$ cat src/rtl/rx_packet_arbiter.sv
// rx_packet_arbiter: round-robin arbiter that forwards whole messages (header beat
// plus payload beats) from NUM_REQ producers onto one valid-only packet-out stream.
module rx_packet_arbiter #(
    parameter int NUM_REQ = 4,
    parameter int DATA_W  = 128,
    parameter int LEN_W   = 8,
    parameter int LEN_LSB = 0,
    parameter int ID_W    = 2
) (
    input  logic                      clk_clk,
    input  logic                      reset_reset,
    input  logic [NUM_REQ*DATA_W-1:0] req_packet,
    input  logic [NUM_REQ-1:0]        req_valid,
    output logic [NUM_REQ-1:0]        req_ready,
    output logic [DATA_W-1:0]         packet_out_packet,
    output logic                      packet_out_valid,
    output logic [ID_W-1:0]           grant_id,
    output logic                      busy
);

    typedef enum logic [1:0] {
        IDLE,
        HEADER,
        PAYLOAD
    } state_t;

    localparam logic [ID_W:0] NUM_REQ_W = (ID_W + 1)'(NUM_REQ);

    state_t           state;
    logic [ID_W-1:0]  rr_ptr;
    logic [LEN_W-1:0] remaining;

    logic [NUM_REQ-1:0] rot_valid;
    logic               win_found;
    logic [ID_W:0]      win_sum;
    logic [ID_W-1:0]    win_id;
    logic [ID_W:0]      next_ptr;
    logic [DATA_W-1:0]  sel_beat;
    logic               sel_valid;
    logic               accept;
    logic [LEN_W-1:0]   hdr_len;

    // Rotating the request vector by rr_ptr turns the wrapped search into a
    // plain lowest-set-bit search; the offset is added back afterwards.
    assign rot_valid = NUM_REQ'({req_valid, req_valid} >> rr_ptr);

    always_comb begin
        // NOTE: every always_comb output is given a default first so no path infers a latch.
        win_found = 1'b0;
        win_sum   = '0;
        for (int k = NUM_REQ - 1; k >= 0; k--) begin
            if (rot_valid[k]) begin
                win_found = 1'b1;
                win_sum   = {1'b0, rr_ptr} + (ID_W + 1)'(k);
            end
        end
        if (win_sum >= NUM_REQ_W) begin
            win_sum = win_sum - NUM_REQ_W;
        end
        win_id = win_sum[ID_W-1:0];
    end

    // Ready depends only on state and grant_id, never on req_valid.
    always_comb begin
        req_ready = '0;
        sel_beat  = '0;
        sel_valid = 1'b0;
        for (int k = 0; k < NUM_REQ; k++) begin
            if (grant_id == ID_W'(k)) begin
                req_ready[k] = (state != IDLE);
                sel_beat     = req_packet[k*DATA_W +: DATA_W];
                sel_valid    = req_valid[k];
            end
        end
    end

    always_comb begin
        next_ptr = {1'b0, grant_id} + (ID_W + 1)'(1);
        if (next_ptr >= NUM_REQ_W) begin
            next_ptr = '0;
        end
    end

    assign accept  = (state != IDLE) && sel_valid;
    assign hdr_len = sel_beat[LEN_LSB +: LEN_W];

    // NOTE: state registers use non-blocking assignments so every flop samples pre-edge values.
    always_ff @(posedge clk_clk or posedge reset_reset) begin
        if (reset_reset) begin
            state             <= IDLE;
            rr_ptr            <= '0;
            remaining         <= '0;
            grant_id          <= '0;
            busy              <= 1'b0;
            packet_out_valid  <= 1'b0;
            packet_out_packet <= '0;
        end else begin
            packet_out_valid <= accept;
            if (accept) begin
                packet_out_packet <= sel_beat;
            end

            case (state)
                IDLE: begin
                    if (win_found) begin
                        grant_id <= win_id;
                        busy     <= 1'b1;
                        state    <= HEADER;
                    end
                end
                HEADER: begin
                    if (accept) begin
                        remaining <= hdr_len;
                        if (hdr_len == '0) begin
                            state  <= IDLE;
                            busy   <= 1'b0;
                            rr_ptr <= next_ptr[ID_W-1:0];
                        end else begin
                            state <= PAYLOAD;
                        end
                    end
                end
                PAYLOAD: begin
                    // A stalled grantee simply leaves remaining untouched.
                    if (accept) begin
                        remaining <= remaining - LEN_W'(1);
                        if (remaining == LEN_W'(1)) begin
                            state  <= IDLE;
                            busy   <= 1'b0;
                            rr_ptr <= next_ptr[ID_W-1:0];
                        end
                    end
                end
                default: begin
                    state <= IDLE;
                end
            endcase
        end
    end

endmodule
$ cat config.mk
export PLATFORM = sky130hd
export DESIGN_NAME = rx_packet_arbiter
export DESIGN_NICKNAME = d
export VERILOG_FILES = /design/src/rtl/rx_packet_arbiter.sv
export SDC_FILE = /design/constraint.sdc
export NUM_CORES = 1
export LEC_CHECK = 0
export CORE_AREA = 2 2 252 254
export DETAILED_ROUTE_END_ITERATION = 10
export DIE_AREA = 0 0 254 256
export PLACE_DENSITY = 0.5
export SLEW_MARGIN = 20
export SYNTH_ARGS = -nofsm -noshare
export SYNTH_HDL_FRONTEND = slang
export SYNTH_SLANG_ARGS = --single-unit
export TNS_END_PERCENT = 20
$ cat constraint.sdc
create_clock -name clk_clk -period 10.6 [get_ports clk_clk]
set_input_delay 1.59 -clock clk_clk [delete_from_list [all_inputs] [get_ports clk_clk]]
set_output_delay 1.59 -clock clk_clk [all_outputs]
set_load 0.01 [all_outputs]
==> results, run 1 <==
- For this run, the post-layout net count is 2,233.
- STA puts the critical path data required time at 10.95 ns.
- The number of antenna diodes in the final layout is 0.
- The global-route wire length before repair is 68,100 um.
- The tightest min-delay check is of the flip-flop to flip-flop type.
- After detailed routing, the number of remaining DRC violations is 0.
- The initial antenna violation count was 3.
- Setup repair after global routing left no endpoint under its margin.
- The number of levels in the clock H-tree is 4.
- The number of placement rows is 92.
- Counting every sink on the clock net gives 144.
- The sequential share of the synthesized area is 0.394.
- The nature of the critical path startpoint is a flip-flop.
- The clock-pin slew reported for the worst setup and hold paths after clock tree synthesis is 0.06 ns.
- The largest family of logic cells by synthesized area is compound AO/OA/AOI/OAI gates.
- The vertical die dimension is 256 um.
- The final route contains 10,800 vias.
- The depth of the worst register-to-register path is 10.
- The most used flip-flop cell after synthesis is dfrtp_1.
- The area inside the core boundary is 62,400 um^2.
- The critical path's top delay family is buffers and inverters.
- The TritonCTS buffer count is 17.
- For this block, the initial DRC count from the detailed router was 521.
- The longest individual stage delay on the worst path is 0.72 ns.
- Measured against the total synthesized area, the mux share comes to 0.0105.
- The data arrival time of the worst path is 4.58 ns.
- TritonCTS built the clock tree.
- After global routing the overflow that remains totals 0.
- The max-slew headroom at the worst pin is 0.297.
- The final standard cell utilization of the core is 0.273.
- The worst path buffer plus inverter count is 3.
- The remaining number of nets flagged by the antenna check after routing is 0.
- The upper clock frequency limit is 237 MHz.
- Dividing the final minimum period by the clock period gives 0.399.
- A synthesized cell averages 8.03 um^2.
- The worst supply voltage drop on vdd is 0.170 mV.
- The path length in cells of the critical path is 10.
- The via count of the first global-routing pass is 10,900.
- The wire length after detailed routing is 46,900 um.
- For this design the ratio of total power to cell area is 284 nW/um^2.
- The count of endpoints failing hold in the final timing report is 0.
- The number of nets in the synthesized netlist is 1,666.
- Of the total synthesized cell area, the portion taken by full adders, half adders and majority gates is 0.0137.
- The cts-stage hold buffer count is 0.
- The final routed wire length divided by cell count is 18.3 um.
- The final count of pins violating max slew was 0.
- The setup TNS is 0 ns.
- The flow ran to the end, and the final reports show no timing, DRC or antenna violations.
- The final weighted congestion in routability-driven placement is 0.881.
- For this run, the detailed router's first-pass iteration total came to 7.
- The number of synthesized flops with an enable pin is 0.
- The proportion of synthesized flip-flops having asynchronous set or reset is 1.00.
- Yosys attributes the largest share of cell area to dfrtp_1 (39%), a221oi_1 (12%), nor2b_1 (8.6%).
- In the global route stage, overall resource usage came out at 0.141.
- Summing every instance area after synthesis gives 9140 um^2.
- Setup violations remaining at the end of the flow were counted as 0.
- The register bit count reported by yosys is 144.
- Once the clock tree was built, the setup fixing pass inserted 0 buffers.
- Of the post-synthesis cell area, the dominant cell type holds 0.394.
- The worst clock skew is 0.0104 ns.
- The worst-path maximum fanout is 71.
- The root buffer cell chosen for the clock tree is clkbuf_16.
- The pin slew with the least headroom to its limit is 1.06 ns.
- The most numerous cell type found on the critical path is buf_4.
- Summing all placed instances gives a cell area of 16,400 um^2.
- The quantity of I/O buffers inserted on ports is 653.
- The longest clock path from root to sink contains 2 buffers.
- The maximum number of pins on one net before global-route repair is 113.
- The commonest cells after synthesis are dfrtp_1 (144), nand2_1 (140), a21oi_1 (133).
- The critical path class is flip-flop to flip-flop.
- The source-to-sink clock delay at the later pin of the worst-skew pair is 0.47 ns.
- The analysis attributes to cell leakage a power of 6.35 nW.
- During synthesis, Yosys emitted a total of 0 warnings.
- The fraction of final layout cells sized beyond drive strength 1 is 0.0343.
- The cell accounting for the most synthesized area is dfrtp_1.
- The die covers 65,000 um^2.
- The detailed placer's ending HPWL is 37,300 um.
- The critical-path cell with the highest stage delay is buf_4.
- The simple-gate portion of the synthesized area is 0.232.
- The signal on the critical path passes through inv_1, ha_4, buf_4, nor2b_4, buf_4, a221oi_1, o22ai_1, o41ai_4, nand3_2, mux2_1.
- The netlist uses 44 different library cells.
- The total I/O pin count is 654.
- dfrtp_1 is the most common cell in the netlist.
- The element type at the critical path end is a flip-flop.
- The cell count after synthesis is 1,138.
- The worst hold path passes through 2 cells.
- The area growth from synthesis to layout is 86.3%.
- The time the worst path needs with I/O delays and setup is 4.23 ns.
- The die is 254 um wide.
- The tool flagged a number of max-cap violations equal to 0.
- The routed via count divided by cell count is 4.22.
- The post-cts gate resize count is 0.
- The starting density of the core is 0.146.
- The share of the synthesized area in compound gates (AO/OA/AOI/OAI) is 0.294.
- The finished cells cover 17,000 um^2.
- The xor-xnor portion of the synthesized cell area is 0.
[final cells by class]
class	instances	area, um^2
Tap cell	846	1060
Clock inverter	13	175
Multi-Input combinational cell	864	5070
Sequential cell	144	3600
Timing Repair Buffer	664	6620
Fill cell	6792	45400
Inverter	14	60.1
Clock buffer	19	443
[tightest hold or removal path, cell delays in order (launching register included)]
cell and delay (ns):
dfrtp_1 0.34, nand2_1 0.05, o21ai_0 0.06
[flip-flops by register name (all words and copies together), names as in the netlist]
signal and count:
packet_out_packet 128, remaining 8, grant_id 2, rr_ptr 2
state 2, busy 1, packet_out_valid 1
[final timing paths]
check,from,to,slack (ns)
worst min-delay path,packet_out_packet[111]$_DFFE_PP0P_,packet_out_packet[111]$_DFFE_PP0P_,0.48
min in group asynchronous,reset_reset,packet_out_packet[74]$_DFFE_PP0P_,1.63
worst min register to register,packet_out_packet[111]$_DFFE_PP0P_,packet_out_packet[111]$_DFFE_PP0P_,0.48
worst max register to register,grant_id[1]$_DFFE_PP0P_,rr_ptr[0]$_DFFE_PP0P_,6.37
max in group asynchronous,reset_reset,packet_out_packet[28]$_DFFE_PP0P_,7.62
worst max-delay path,grant_id[1]$_DFFE_PP0P_,rr_ptr[0]$_DFFE_PP0P_,6.37
[power by group]
group / total (mW) / switching, mW / internal [mW]
clock: 0.646 / 0.266 / 0.380
sequential: 0.988 / 0.156 / 0.832
combinational: 3.21 / 1.83 / 1.38
total: 4.84 / 2.25 / 2.59
[cells in the final DEF (no fill, tap or decap), types with 2 or more instances in the layout]
cell type,count
a21oi_1,133
a221oi_1,127
a31oi_1,3
buf_4,11
bufinv_16,3
clkbuf_16,17
clkdlybuf4s50_1,653
clkinv_4,3
clkinvlp_4,2
dfrtp_1,144
ha_1,7
ha_4,3
inv_1,11
inv_6,6
mux2_1,5
mux2i_1,4
nand2_1,140
nand3b_1,2
nor2_1,18
nor2b_1,125
nor3_1,123
o21ai_0,7
o21ai_1,123
o22a_1,5
o22ai_1,12
or2_2,5
or4_1,2
[logic make-up (layout without fill, tap and decap cells)]
logic type | after synthesis | in the layout
and+or+nand+nor | 424 | 424
muxes | 9 | 9
adders and majority gates | 10 | 10
DFF | 144 | 144
AOI/OAI and AO/OA | 421 | 421
buffers and inverters | 130 | 710
[per-layer routing]
metal / part of all wire / vias to the layer above / wire [um] / GRT usage
met5: 0.00021 / - / 10 / 0
met4: 0.022 / 2 / 1050 / 0.0480
met3: 0.061 / 51 / 2840 / 0.0392
met2: 0.50 / 352 / 23500 / 0.241
met1: 0.41 / 5090 / 19500 / 0.169
li1: - / 5331 / - / -
[through the flow]
step | worst slack [ns] | power [mW] | hold slack (ns) | cells
floorplan | 5.14 | 2.92 | 0.497 | 1138
CTS | 6.26 | 4.95 | 0.484 | 2564
detailed placement | 6.12 | 4.27 | 0.469 | 2532
finish | 6.37 | 4.84 | 0.478 | 2564
global route | 6.02 | 5.31 | 0.496 | 2564
global placement | 6.25 | 4.22 | 0.463 | 2532
Note: power is estimated with default switching activity, not from simulation.
==> run 2: changes to the inputs <==
--- a/config.mk
+++ b/config.mk
@@ -8,7 +8,7 @@
 export CORE_AREA = 2 2 252 254
 export DETAILED_ROUTE_END_ITERATION = 10
 export DIE_AREA = 0 0 254 256
-export PLACE_DENSITY = 0.5
+export PLACE_DENSITY = 0.51
 export SLEW_MARGIN = 20
 export SYNTH_ARGS = -nofsm -noshare
 export SYNTH_HDL_FRONTEND = slang
==> constraint.sdc (replaced) <==
create_clock -name clk_clk -period 3.7 [get_ports clk_clk]
set_input_delay 0.555 -clock clk_clk [delete_from_list [all_inputs] [get_ports clk_clk]]
set_output_delay 0.555 -clock clk_clk [all_outputs]
set_load 0.01 [all_outputs]
==> run 2 against run 1 <==
Net effect: sequential power grew to 2.9 times the previous value; non-clock buffer count grew 4; power grew to 2.9 times the previous value; final area grew 0.58%; global-route usage grew 0.12 points; critical path type is now flip-flop to primary output; critical endpoint is now req_ready[2]; largest cell class unchanged; highest routed layer is now met4.
==> results, run 2 (synthesis results as in run 1) <==
- The power per standard cell area is 814 nW/um^2 (was 284 nW/um^2).
- Outcome: finished clean (unchanged).
- Based on the critical path, the design can be clocked at up to 322 MHz.
- Regs by FF count: packet_out_packet: 128 flops, remaining: 8 flops (unchanged).
- The switching share of power is 0.467 (was 0.465).
- The cts-stage hold buffer count is 0 (unchanged).
- The residual overflow from global routing is 0 (unchanged).
- Most used cells in the layout excluding fill and tap cells: clkdlybuf4s50_1 (653), dfrtp_1 (144), nand2_1 (140) (unchanged).
- The nature of the critical path startpoint is a flip-flop (unchanged).
- The starting density of the core came to 0.146 (unchanged).
- The switching power of the nets is 6.51 mW (was 2.25 mW).
- The routed via count divided by cell count came to 4.25 (was 4.22).
- The number of cells in the design after placement is 2,536 (was 2,532).
- The worst min-delay path category is input pin to async pin (was flip-flop to flip-flop).
- The post-layout worst setup margin is 0.596 ns (was 6.37 ns).
- The clock-pin slew reported for the worst setup and hold paths after clock tree synthesis was 0.07 ns (was 0.06 ns).
- The largest register by flop count was packet_out_packet (unchanged).
- The buffers inserted during post-CTS setup optimization is 0 (unchanged).
- The count of endpoints failing hold in the final timing report is 0 (unchanged).
- The part of the power in registers is 0.205 (was 0.204).
- The maximum number of pins on one net before global-route repair is 196 (was 113).
- The pin slew with the least headroom to its limit is 0.892 ns (was 1.06 ns).
- The source-to-sink clock delay at the later pin of the worst-skew pair came to 0.49 ns (was 0.47 ns).
- The number of levels in the clock H-tree is 4 (unchanged).
- The TritonCTS buffer count was 17 (unchanged).
- The element type at the critical path end is a primary output (was flip-flop).
- The root buffer cell is clkbuf_16 (unchanged).
- The final weighted congestion in routability-driven placement is 0.912 (was 0.881).
- The clock sink count was 144 (unchanged).
- The post-cts gate resize count is 0 (unchanged).
- The final cell count without fillers is 2,571 (was 2,564).
- The fraction of final layout cells sized beyond drive strength 1 is 0.0372 (was 0.0343).
- The max-slew headroom at the worst pin is 0.405 (was 0.297).
- The number of DRC violations after detailed routing is 0 (unchanged).
- The vertical die dimension is 256 um (unchanged).
- The initial antenna violation count is 4 (was 3).
- The flip-flop count of the largest register after layout came to 128 (unchanged).
- The overall routing resource usage is 0.142 (was 0.141).
- The fraction of the cycle the final worst path needs is 0.839.
- The count of nets after finishing is 2,237 (was 2,233).
- The area of the die came to 65,000 um^2 (unchanged).
- The floorplan die width came to 254 um (unchanged).
- RSZ-0062 raised after global routing: false (unchanged).
- The setup TNS is 0 ns (unchanged).
- The critical path class is flip-flop to primary output (was flip-flop to flip-flop).
- The worst clock skew is 0.0159 ns (was 0.0104 ns).
- The wire length after detailed routing is 47,700 um (was 46,900 um).
- The max-capacitance violation count was 0 (unchanged).
- The number of placement rows was 92 (unchanged).
- The post-placement setup slack came to 0.836 ns (was 6.12 ns).
- The worst-path maximum fanout was 57 (was 71).
- The power share of the clock group came to 0.132 (was 0.133).
- The length of the first detailed-routing pass in iterations was 5 (was 7).
- The data arrival time of the worst path is 2.55 ns (was 4.58 ns).
- The detailed placer's ending HPWL came to 37,500 um (was 37,300 um).
- The cell leakage power was 6.39 nW (was 6.35 nW).
- The maximum number of buffers from clock root to sink is 2 (unchanged).
- The number of design-rule violations left by the first detailed-router iteration came to 603 (was 521).
- The final count of pins violating max slew came to 0 (unchanged).
- The data required time at the worst endpoint is 3.14 ns (was 10.95 ns).
- The time the worst path needs with I/O delays and setup is 3.10 ns.
- The count of final setup violators is 0 (unchanged).
- The internal power contribution is 7.43 mW (was 2.59 mW).
- The most common library cell in the layout ignoring fill and taps is clkdlybuf4s50_1 (unchanged).
- The worst supply voltage drop on vdd came to 1.12 mV (was 0.170 mV).
- The via count of the first global-routing pass is 10,900 (about the same).
- The quantity of I/O buffers inserted on ports is 653 (unchanged).
- The CTS tree is yes (unchanged).
- The remaining number of nets flagged by the antenna check after routing is 0 (unchanged).
- The final routed wire length divided by cell count is 18.6 um (was 18.3 um).
- The global-route wire length before repair is 68,700 um (was 68,100 um).
- The area inside the core boundary came to 62,400 um^2 (unchanged).
- The logic gate share of total power is 0.663 (was 0.662).
- The signed area change from the synthesized netlist to the final layout is 87.4% (was 86.3%).
- The total I/O pin count is 654 (unchanged).
- The total via count in the routed design came to 10,900 (was 10,800).
-- run 2: cell types whose count changed in the layout (fill, tap and decap cells not counted), moves of 2 or more --
cell,change
buf_12,+6
diode_2,+3
inv_6,-3
buf_4,-2
-- run 2: through the flow --
stage          utilization  hold WS [ns]  power, mW  cell area, um^2
2_1_floorplan            -         0.497       8.38             9140
3_3_place_gp         0.265         0.464       12.1            16500
3_5_place_dp         0.265         0.470       12.2            16500
4_1_cts              0.274         0.355       14.2            17100
5_1_grt              0.274         0.377       15.2            17100
6_report             0.275         0.380       13.9            17100
-- run 2: power groups by stage --
stage	clock, mW	sequential (mW)	combinational, mW
floorplan	0	3.10	5.28
CTS	1.93	2.88	9.37
global route	1.98	2.97	10.2
global placement	0	2.87	9.24
detailed placement	0	2.90	9.35
finish	1.84	2.87	9.24
-- run 2: per-layer routing --
metal / GRT usage / vias up / wire length (um)
met5: 0 / - / 0
met4: 0.0521 / 0 / 1200
met3: 0.0395 / 54 / 3260
met2: 0.244 / 392 / 23800
met1: 0.169 / 5148 / 19400
li1: - / 5331 / -
-- run 2: worst paths after layout --
check / from / end / slack [ns] / cells after the start
worst max register to register: grant_id[0]$_DFFE_PP0P_ / packet_out_packet[75]$_DFFE_PP0P_ / 0.83 / 8
worst min-delay path: reset_reset / packet_out_packet[126]$_DFFE_PP0P_ / 0.38 / 2
worst max-delay path: grant_id[0]$_DFFE_PP0P_ / req_ready[2] / 0.60 / 5
min in group clk_clk: packet_out_packet[3]$_DFFE_PP0P_ / packet_out_packet[3]$_DFFE_PP0P_ / 0.48 / 2
worst min register to register: packet_out_packet[3]$_DFFE_PP0P_ / packet_out_packet[3]$_DFFE_PP0P_ / 0.48 / 2
max in group asynchronous: reset_reset / packet_out_packet[36]$_DFFE_PP0P_ / 2.57 / 3
-- run 2: area by class of cell --
type,count,area [um^2]
Antenna cell,3,7.51
Clock buffer,19,453
Clock inverter,13,153
Fill cell,6729,45300
Inverter,14,58.8
Multi-Input combinational cell,864,5070
Sequential cell,144,3600
Tap cell,846,1060
Timing Repair Buffer,668,6720
-- run 2: critical path, cell delays in order (launching register included) --
cell and delay [ns]:
dfrtp_1 0.48, inv_1 0.16, ha_4 0.20, buf_4 0.45, nor2b_1 0.20, clkdlybuf4s50_1 0.55
